**src/rtl/modulo_mux4_1_rr_pkg.sv**
```systemverilog
// Shared constants for the four-source round-robin collector.
// The select codes mirror the 1:4 demux, so sel = ~source index.
package modulo_mux4_1_rr_pkg;

    localparam int DATA_W_DEFAULT = 8;

    localparam logic [1:0] SEL_SRC0 = 2'b11;
    localparam logic [1:0] SEL_SRC1 = 2'b10;
    localparam logic [1:0] SEL_SRC2 = 2'b01;
    localparam logic [1:0] SEL_SRC3 = 2'b00;

    typedef enum logic {
        ST_IDLE = 1'b0,
        ST_SEND = 1'b1
    } state_t;

    function automatic logic [1:0] src_to_sel(input logic [1:0] src);
        return ~src;
    endfunction

endpackage

```
**src/rtl/modulo_rr_pick4.sv**
```systemverilog
// Combinational round-robin picker: first requester at or after ptr, scanning upward mod 4.
module modulo_rr_pick4 (
    input  logic [3:0] req,
    input  logic [1:0] ptr,
    output logic       any_req,
    output logic [1:0] winner
);

    logic [7:0] dbl;
    logic [3:0] rot;

    always_comb begin
        dbl     = {req, req};
        // rot[k] is the request of source (ptr + k) mod 4
        rot     = dbl[ptr +: 4];
        any_req = |req;
        winner  = ptr;
        for (int k = 3; k >= 0; k--) begin
            if (rot[k]) winner = ptr + 2'(k);
        end
    end

endmodule

```
**src/rtl/modulo_mux4_1_rr.sv**
```systemverilog
// Four-source round-robin collector feeding one valid/ready output.
// Handshake: a word transfers on a rising edge where out_valid && out_ready; in_ack is a one-cycle grant pulse.
module modulo_mux4_1_rr
    import modulo_mux4_1_rr_pkg::*;
#(
    parameter int DATA_W = DATA_W_DEFAULT
) (
    input  logic                  clk,
    input  logic                  reset_n,
    input  logic [3:0]            in_req,
    input  logic [4*DATA_W-1:0]   in_data,
    output logic [3:0]            in_ack,
    output logic                  out_valid,
    output logic [DATA_W-1:0]     out_data,
    output logic [1:0]            out_sel,
    input  logic                  out_ready,
    output state_t                fsm_state
);

    state_t              state, state_nxt;
    logic [1:0]          ptr, ptr_nxt;
    logic [3:0]          ack_nxt;
    logic                valid_nxt;
    logic [DATA_W-1:0]   data_nxt;
    logic [1:0]          sel_nxt;
    logic                any_req;
    logic [1:0]          winner;

    modulo_rr_pick4 u_pick (
        .req     (in_req),
        .ptr     (ptr),
        .any_req (any_req),
        .winner  (winner)
    );

    always_ff @(posedge clk or negedge reset_n) begin
        if (!reset_n) begin
            state     <= ST_IDLE;
            ptr       <= 2'd0;
            in_ack    <= 4'b0000;
            out_valid <= 1'b0;
            out_data  <= '0;
            out_sel   <= SEL_SRC3;
        end else begin
            state     <= state_nxt;
            ptr       <= ptr_nxt;
            in_ack    <= ack_nxt;
            out_valid <= valid_nxt;
            out_data  <= data_nxt;
            out_sel   <= sel_nxt;
        end
    end

    always_comb begin
        state_nxt = state;
        ptr_nxt   = ptr;
        ack_nxt   = 4'b0000;
        valid_nxt = out_valid;
        data_nxt  = out_data;
        sel_nxt   = out_sel;
        case (state)
            ST_IDLE: begin
                if (any_req) begin
                    state_nxt       = ST_SEND;
                    valid_nxt       = 1'b1;
                    data_nxt        = in_data[32'(winner)*DATA_W +: DATA_W];
                    sel_nxt         = src_to_sel(winner);
                    ack_nxt[winner] = 1'b1;
                end
            end
            ST_SEND: begin
                // The granted source is recovered from out_sel; the next scan starts just after it.
                if (out_ready) begin
                    state_nxt = ST_IDLE;
                    valid_nxt = 1'b0;
                    ptr_nxt   = ~out_sel + 2'd1;
                end
            end
            default: state_nxt = ST_IDLE;
        endcase
    end

    assign fsm_state = state;

endmodule

```
**config.mk**
```make
export PLATFORM = sky130hd
export DESIGN_NAME = modulo_mux4_1_rr
export DESIGN_NICKNAME = d
export VERILOG_FILES = /design/src/rtl/modulo_mux4_1_rr_pkg.sv /design/src/rtl/modulo_rr_pick4.sv /design/src/rtl/modulo_mux4_1_rr.sv
export SDC_FILE = /design/constraint.sdc
export NUM_CORES = 1
export LEC_CHECK = 0
export CAP_MARGIN = 10
export CORE_AREA = 2 2 62 46
export DETAILED_ROUTE_END_ITERATION = 10
export DIE_AREA = 0 0 64 48
export GPL_TIMING_DRIVEN = 0
export PLACE_DENSITY = 0.92
export SLEW_MARGIN = 20
export SYNTH_ARGS = -nofsm -noshare
export SYNTH_HDL_FRONTEND = slang
export SYNTH_HIERARCHICAL = 1
export SYNTH_SLANG_ARGS = --single-unit
```
**constraint.sdc**
```tcl
create_clock -name clk -period 3.8 [get_ports clk]
set_input_delay 0.76 -clock clk [delete_from_list [all_inputs] [get_ports clk]]
set_output_delay 0.76 -clock clk [all_outputs]
set_load 0.1 [all_outputs]
```
After elaboration in Yosys (flattened, before gate mapping)
Index checks and enable logic that the tools add are counted.
Widths: inputs -> output; s select.
- bits in registers: 18
- output and inout bits: 16
- add/sub/neg operators: 4
- $lt $le $gt $ge: 2
- eq/ne operators: 2
- shift operators: 2
- muxes and demuxes: 14
- bitwise gates (word level): 3
- reductions and logical operators: 5
- operator list (operator ; count):
    $shiftx 32x6->8 ; 1
    $mux 2 ; 4
    $mux 4 ; 2
    $shiftx 8x3->4 ; 1
    $reduce_and 2->1 ; 3
    $mux 1 ; 5
    $add 2x1->2 const B ; 2
    $add 2x2->2 const B ; 2
    $ne 2x2->1 const B ; 2
    $not 2->2 ; 2
    $pmux 1 s2 ; 2
    $reduce_or 4->1 ; 1
    $lt 2x3->1 const B ; 1
    $demux 1 s2 ; 1
    $ge 2x1->1 const B ; 1
    $logic_and 1x1->1 ; 1
    $not 1->1 ; 1

Logic depth before layout (Yosys ltp)
Gate-level depths: netlist of the first run.
- depth after elaboration: 11
- mapped depth: 6

By module
Netlist of the first run, hierarchy kept.
- modules (own cells, without submodules) (module ; times used ; cells an instance ; area each (sq um) ; sequential area each (sq um)):
    modulo_mux4_1_rr ; 1 ; 55 ; 894.6 ; 450.4
    modulo_rr_pick4 ; 1 ; 15 ; 88.8 ; 0.0

Worst setup path before layout of the first run
No wires, ideal clock.
- path type: input -> register
- start point: input in_req[0]
- end point: register out_data[2]
- arrival time: 2279 ps
- required time: 3674 ps
- setup slack: 1395 ps
- stages on the path: 6
- path through: nor2b_1 -> a2111oi_0 -> nand2b_1 -> buf_1 -> mux4_2 -> mux2_4
- longest elaborated chain between the ends: 6
- RTL lines (element ; RTL line ; source):
    from (decl) ; modulo_mux4_1_rr.sv:10 ; input logic [3:0] in_req,
    $shiftx 8x3->4 (*) ; modulo_rr_pick4.sv:15 ; rot = dbl[ptr +: 4];
    $mux 2 (3 in series) ; modulo_rr_pick4.sv:19 ; if (rot[k]) winner = ptr + 2'(k);
    $mux 2 (*) ; modulo_rr_pick4.sv:19 ;
    net winner[1] ; modulo_mux4_1_rr.sv:27 ; logic [1:0] winner;
    $shiftx 32x6->8 (*) ; modulo_mux4_1_rr.sv:66 ; data_nxt = in_data[32'(winner)*DATA_W +: DATA_W];
    to (signal assigned) ; modulo_mux4_1_rr.sv:49 ; out_data <= data_nxt;
    to (decl) ; modulo_mux4_1_rr.sv:14 ; output logic [DATA_W-1:0] out_data,
Mark *: on every way through the listed nets, which the timed path passes. The rest lies on a longest branch.
A chain may end at the register's enable or synchronous reset.

Worst setup path in the final report of the first run
- start point: input in_req[3]
- end point: register out_data[6]
Same word-level chain as after synthesis.

==> flow_summary.rst, run 1 <==
.. list-table::
   :header-rows: 1

   * - Metric
     - Value
   * - Class of the most critical setup path
     - input port to flip-flop
   * - Mean number of vias per cell
     - approximately 4.8
   * - Initial antenna violation count
     - 0
   * - Number of vias after detailed routing
     - a little under 800
   * - Num CTS Buffers
     - 3
   * - Buffer depth of the longest clock path
     - 2
   * - Final clock skew
     - approximately 3 ps
   * - Number of failing hold endpoints at the final stage
     - 0
   * - Number of fill cells in the layout
     - roughly 180
   * - Worst Max-Slew Pin Slew
     - between 900 and 1000 ps
   * - Initial cell density of the core
     - 40.6%
   * - Clock tree from TritonCTS
     - yes
   * - Worst reg2reg path startpoint
     - ptr[1]
   * - Post-layout utilization of the core
     - between 60% and 70%
   * - Clock insertion delay at the later pin of the skew report
     - 290 ps
   * - Number of inserted diodes
     - 0
   * - Buffers added on ports
     - 54
   * - Final count of negative-setup-slack endpoints
     - 0
   * - Fin crit period
     - a little under 3000 ps
   * - Top library cells by usage in the layout, fill and taps aside
     - clkdlybuf4s50_1, dfrtp_1, mux2_2, mux4_2, mux2_4
   * - Power Dens Cells
     - ~850 nW/µm²
   * - Detailed-route wire length
     - 2.29 mm
   * - WP data arrival
     - approximately 3100 ps
   * - Status
     - finished, final reports clean
   * - Clock-pin slew on the worst setup and hold paths
     - roughly 100 ps
   * - Crit-path leading delay family
     - buffers and inverters
   * - Resized Gates After CTS
     - 0
   * - Post-Synthesis Mean Instance Area
     - ~14 µm²
   * - Distinct cell type count after synthesis
     - 25
   * - Filler-free cell count of the finished design
     - roughly 160
   * - Number of buffers added to fix hold violations after cts
     - 0
   * - Final global-route overflow total
     - 0
   * - Cell Chain, Critical Path
     - clkdlybuf4s50_1 -> nor2b_1 -> a2111oi_0 -> nand2b_1 -> buf_1 -> mux4_2 -> mux2_4
   * - Vertical die dimension
     - 48 µm
   * - Die area
     - 3070 µm²
   * - Number of remaining DRC errors
     - 0
   * - DRT antenna net count
     - 0
   * - Hold Crit Start
     - out_data[5]
   * - Launch point of the worst path
     - in_req[3]
   * - Multi-input logic area
     - 498 µm²
   * - Root Driver
     - clkbuf_4
   * - Worst min-delay path category
     - flip-flop to flip-flop
   * - Synth Warn #
     - 6
   * - Post-route total power
     - between 1 and 1.5 mW
   * - Crit. End Element
     - flip-flop
   * - Total routing usage reported by global routing
     - 16.6%
   * - Sum of net half-perimeters after detailed placement
     - 1.87 mm
   * - Vias in the first global route
     - between 700 and 800
   * - Slowest stage delay, CP
     - between 500 and 600 ps
   * - Leakage dissipation
     - ~0.67 nW
   * - Headroom to the max-slew limit
     - about a third
   * - RSZ-0062 raised after global routing
     - false
   * - CP bufs+invs
     - 2
   * - Master of the slowest instance on the critical path
     - clkdlybuf4s50_1
   * - Maxcap violations
     - 0
   * - Synth Cell Area
     - ~980 µm²
   * - Max frequency
     - 346 MHz
   * - TNS Setup
     - 0 ps
   * - Post-synthesis register bit count
     - 18
   * - Maximum number of pins on one net before global-route repair
     - 19
   * - DR WL/cell
     - roughly 14 µm
   * - Iter 0 DRT Violations
     - 17
   * - Area inside the core boundary
     - 2420 µm²
   * - Sequential element share of the synthesized area
     - between 40% and 50%
   * - Final RePlAce weighted congestion
     - roughly 0.66
   * - Area growth from synthesis to final layout
     - 63.0%
   * - Wire length of the first global-routing pass
     - around 3.7 mm
   * - Number of clock sinks
     - 18
   * - Die span in x
     - approximately 64 µm
   * - Number of placed instances, taps included
     - approximately 160
   * - Critical Path RT
     - ~4000 ps
   * - H-Tree Depth
     - 1
   * - DRT Pass-1 Iters
     - 4
   * - Kind of launch point of the worst setup path
     - input port
   * - Instance count of the mapped netlist
     - 70
   * - Row Count
     - 15
   * - Fraction of final layout cells with drive strength greater than 1
     - between 10% and 20%
   * - Most common cell after layout, fill and taps aside
     - clkdlybuf4s50_1
   * - Final net count
     - approximately 170
   * - Worst vdd ir
     - just under 0.5 mV
   * - Setup repair bufs after CTS
     - 0
   * - Final Max Tran Viols
     - 0
   * - Final worst path period share
     - about three quarters
   * - Max Fanout on Critical Path
     - 10
   * - Total nets after synthesis
     - 109
   * - Number of top-level pins
     - 55
   * - Register area
     - 450 µm²
## metal layers
layer	vias to the layer above	track usage [%]	wire length, µm
met5	-	0	0
met4	0	3.91	0
met3	0	6.12	129
met2	23	30.8	1220
met1	378	19.0	945
li1	382	-	-
## synthesized netlist by cell type
cell type	number	area share, %
xor2_1	1	0.89
nor3b_1	2	1.5
o22ai_1	1	0.64
buf_2	1	0.51
o21a_1	1	0.76
mux4_2	5	11
mux2_4	5	7.6
mux4_1	3	8.0
a21oi_1	1	0.51
and3_2	1	0.76
dfrtp_1	18	46
mux2_2	5	5.7
nor2_1	3	1.1
nand2b_1	2	1.3
o21ai_0	2	1.0
nor2b_1	4	2.5
a2111oi_0	1	0.89
nand2_1	2	0.76
inv_1	4	1.5
o221a_2	1	1.1
buf_6	1	1.1
buf_1	1	0.38
a2bb2oi_1	1	0.89
nor3_1	2	1.0
mux2i_1	2	2.0
## power by group
part	switching [mW]	total, mW	internal (mW)
Combinational	0.617	0.929	0.312
Clock	0.0569	0.115	0.0584
Sequential	0.0530	0.319	0.266
## stage by stage
stage,setup WS [ps],hold WS (ps),cell area (µm²)
CTS,947,523,1600
detailed placement,619,494,1570
finish,908,522,1600
global route,761,547,1600
floorplan,1390,464,983
global placement,698,491,1570
## worst paths after layout
kind / end / slack, ps / cells after the start
min in group asynchronous: out_valid / 910 / 1
worst min-delay path: out_data[5] / 520 / 1
max in group asynchronous: out_data[0] / 2400 / 1
worst max register to register: out_data[6] / 1560 / 6
worst max-delay path: out_data[6] / 910 / 7
worst min register to register: out_data[5] / 520 / 1
## kinds of logic after synthesis
group / share of synthesized area (%)
xor+xnor: 0.891
compound gates: 5.85
flops: 45.8
buf+inv: 3.56
mux: 34.9
simple gates: 9.03
## worst register-to-register path: stages, from the launching register on
cell and delay, ps:
dfrtp_1 430, nor3_1 60, a2111oi_0 340, nand2b_1 240, buf_1 410, mux4_2 380
mux2_4 270
## state kept, by name, summed over array words and instances, names as in the netlist
signal,cells
in_ack,4
out_data,8
ptr,2
out_sel,2
fsm_state,1
out_valid,1
## final cells by class
cell class              instances  share of cell area, %
repair buffers                 54                   33.7
multi-input cells              45                   31.1
flip-flops and latches         18                   28.1
well taps                      34                   2.65
clock buffers                   4                   2.26
plain buffers                   3                   1.25
inverters                       4                  0.937
No activity file was read; power rests on OpenSTA's default activity.
==> run 2, diff against run 1 <==
--- a/config.mk
+++ b/config.mk
@@ -6,11 +6,11 @@
 export NUM_CORES = 1
 export LEC_CHECK = 0
 export CAP_MARGIN = 10
-export CORE_AREA = 2 2 62 46
+export CORE_AREA = 2 2 64 48
 export DETAILED_ROUTE_END_ITERATION = 10
-export DIE_AREA = 0 0 64 48
+export DIE_AREA = 0 0 66 50
 export GPL_TIMING_DRIVEN = 0
-export PLACE_DENSITY = 0.92
+export PLACE_DENSITY = 0.86
 export SLEW_MARGIN = 20
 export SYNTH_ARGS = -nofsm -noshare
 export SYNTH_HDL_FRONTEND = slang
==> constraint.sdc (replaced) <==
create_clock -name clk -period 2.9 [get_ports clk]
set_input_delay 0.58 -clock clk [delete_from_list [all_inputs] [get_ports clk]]
set_output_delay 0.58 -clock clk [all_outputs]
set_load 0.1 [all_outputs]
==> run 2 against run 1 <==
First-iteration DRC count increased to 2.7 times the previous value; non-clock buffer count unchanged; sequential power increased by 31%; critical path depth unchanged; largest power group unchanged.
==> flow_summary.rst, run 2 (same netlist as run 1, synthesis figures left out) <==
.. list-table::
   :header-rows: 1

   * - Metric
     - Value
   * - Row Count
     - 16
   * - DRT Pass-1 Iters
     - 4
   * - Final global-route overflow total
     - 0
   * - Wire length on met3
     - 129 µm
   * - Vias in the first global route
     - between 800 and 900
   * - Class of the most critical setup path
     - input port to flip-flop
   * - Crit. End Element
     - flip-flop
   * - Number of top-level pins
     - between 50 and 60
   * - Number of cells on the critical path
     - 7
   * - Area growth from synthesis to final layout
     - 63.9%
   * - Iter 0 DRT Violations
     - 46
   * - Instance area at placement
     - 1570 µm²
   * - Master of the slowest instance on the critical path
     - clkdlybuf4s50_1
   * - Worst vdd ir
     - 0.677 mV
   * - RSZ-0062 raised after global routing
     - false
   * - Buffer depth of the longest clock path
     - 2
   * - Post-Layout Inst Area
     - 1610 µm²
   * - Total routing usage reported by global routing
     - 16.7%
   * - Worst Hold Margin
     - around 500 ps
   * - Filler-free cell count of the finished design
     - roughly 160
   * - Clock-pin slew on the worst setup and hold paths
     - 60 ps
   * - Hold path depth
     - 1
   * - Clock insertion delay at the later pin of the skew report
     - around 250 ps
   * - Maximum number of pins on one net before global-route repair
     - 19
   * - Total routed wire length on the met1 layer
     - roughly 870 µm
   * - Final count of negative-setup-slack endpoints
     - 0
   * - Die area
     - about 3300 µm²
   * - Max Fanout on Critical Path
     - 10
   * - Buffers added on ports
     - 54
   * - Initial antenna violation count
     - 0
   * - Crit-path leading delay family
     - buffers and inverters
   * - DRT antenna net count
     - 0
   * - Initial cell density of the core
     - approximately 37%
   * - Placement-stage worst setup slack
     - -73.9 ps
   * - Most common cell after layout, fill and taps aside
     - clkdlybuf4s50_1
   * - Number of clock sinks
     - 18
   * - WP data arrival
     - between 2000 and 3000 ps
   * - Slowest stage delay, CP
     - between 500 and 600 ps
   * - Number of vias after detailed routing
     - between 700 and 800
   * - Cell Chain, Critical Path
     - clkdlybuf4s50_1 -> nor2b_1 -> a2111oi_0 -> nand2b_1 -> clkbuf_2 -> mux4_2 -> mux2_4
   * - Number of inserted diodes
     - 0
   * - Worst Max-Slew Pin Slew
     - just under 1000 ps
   * - H-Tree Depth
     - 1
   * - Final clock skew
     - 1.53 ps
   * - Num CTS Buffers
     - 3
   * - Register ranked first by flip-flop count
     - out_data
   * - Number of remaining DRC errors
     - 0
   * - Kind of launch point of the worst setup path
     - input port
   * - Root Driver
     - clkbuf_8
   * - Detailed-route wire length
     - ~2.4 mm
   * - Wire length of the first global-routing pass
     - a little over 4 mm
   * - Setup repair bufs after CTS
     - 0
   * - DR WL/cell
     - approximately 15 µm
   * - Power Dens Cells
     - ~1100 nW/µm²
   * - Highest Signal Layer
     - met4
   * - Sum of net half-perimeters after detailed placement
     - around 2 mm
   * - Final net count
     - around 170
   * - Headroom to the max-slew limit
     - around a third
   * - Hold Crit Start
     - out_data[1]
   * - Top Registers
     - out_data: 8 flops, in_ack: 4 flops
   * - Fin crit period
     - between 2000 and 3000 ps
   * - Status
     - finished, final reports clean
   * - Final RePlAce weighted congestion
     - ~0.66
   * - Number of failing hold endpoints at the final stage
     - 0
   * - Final worst path period share
     - slightly below 90%
   * - Vertical die dimension
     - 50 µm
   * - Mean number of vias per cell
     - slightly below 5
   * - Logic depth of the worst register-to-register path
     - 6
   * - Clock tree from TritonCTS
     - yes
   * - Leakage dissipation
     - ~0.67 nW
   * - Critical Path RT
     - ~3000 ps
   * - Top library cells by usage in the layout, fill and taps aside
     - clkdlybuf4s50_1, dfrtp_1, mux2_2, mux4_2, mux2_4
   * - Post-route total power
     - roughly 1.8 mW
   * - CP bufs+invs
     - 2
   * - Final Worst Setup Slack
     - about 350 ps
   * - Number of placed instances, taps included
     - 160
   * - Worst min-delay path category
     - flip-flop to flip-flop
   * - Area inside the core boundary
     - approximately 2700 µm²
   * - Final Max Tran Viols
     - 0
   * - Fraction of final layout cells with drive strength greater than 1
     - 18.1%
   * - Max frequency
     - slightly below 400 MHz
   * - Maxcap violations
     - 0
   * - Worst reg2reg path startpoint
     - ptr[0]
   * - Flip-flop count of the largest register after layout
     - 8
   * - Launch point of the worst path
     - in_req[3]
   * - Die span in x
     - 66 µm
   * - Met2 wirelength from detailed routing
     - approximately 1.4 mm
==> run 2: timing repair <==
item,in CTS,in global routing
resized for setup,0,1
setup endpoints to repair,0,5
hold buffers,0,0
==> run 2: final cells by class <==
class / count / area, µm²
fill: 219 / 1070
timing repair buffer: 54 / 541
multi-input combinational: 45 / 498
sequential: 18 / 450
tap: 36 / 45.0
clock buffer: 3 / 41.3
buffer: 3 / 21.3
inverter: 4 / 15.0
==> run 2: path summary, 6_finish.rpt <==
path | endpoint | slack [ps]
worst max-delay path | out_data[6] | 350
worst min-delay path | out_data[1] | 510
worst max register to register | out_data[6] | 870
min in group asynchronous | out_valid | 780
max in group asynchronous | in_ack[0] | 1640
worst min register to register | out_data[1] | 510
==> run 2: layer usage <==
| layer | vias up | global-route usage (%) |
|---|---|---|
| met5 | - | 0 |
| met4 | 0 | 5.10 |
| met3 | 2 | 5.71 |
| met2 | 27 | 31.8 |
| met1 | 379 | 16.8 |
| li1 | 379 | - |
==> run 2: power by group <==
group / leakage [nW] / switching [mW] / internal, mW / total, mW
Sequential: 0.216 / 0.0692 / 0.350 / 0.419
Combinational: 0.433 / 0.808 / 0.410 / 1.22
Clock: 0.0216 / 0.0723 / 0.0921 / 0.164
==> run 2: metrics by stage <==
stage | util, % | setup TNS, ps
after CTS | 60.0 | 0
after floorplan | - | 0
after global placement | 58.5 | -172
after detailed placement | 58.5 | -321
final | 60.1 | 0
after global routing | 60.1 | 0
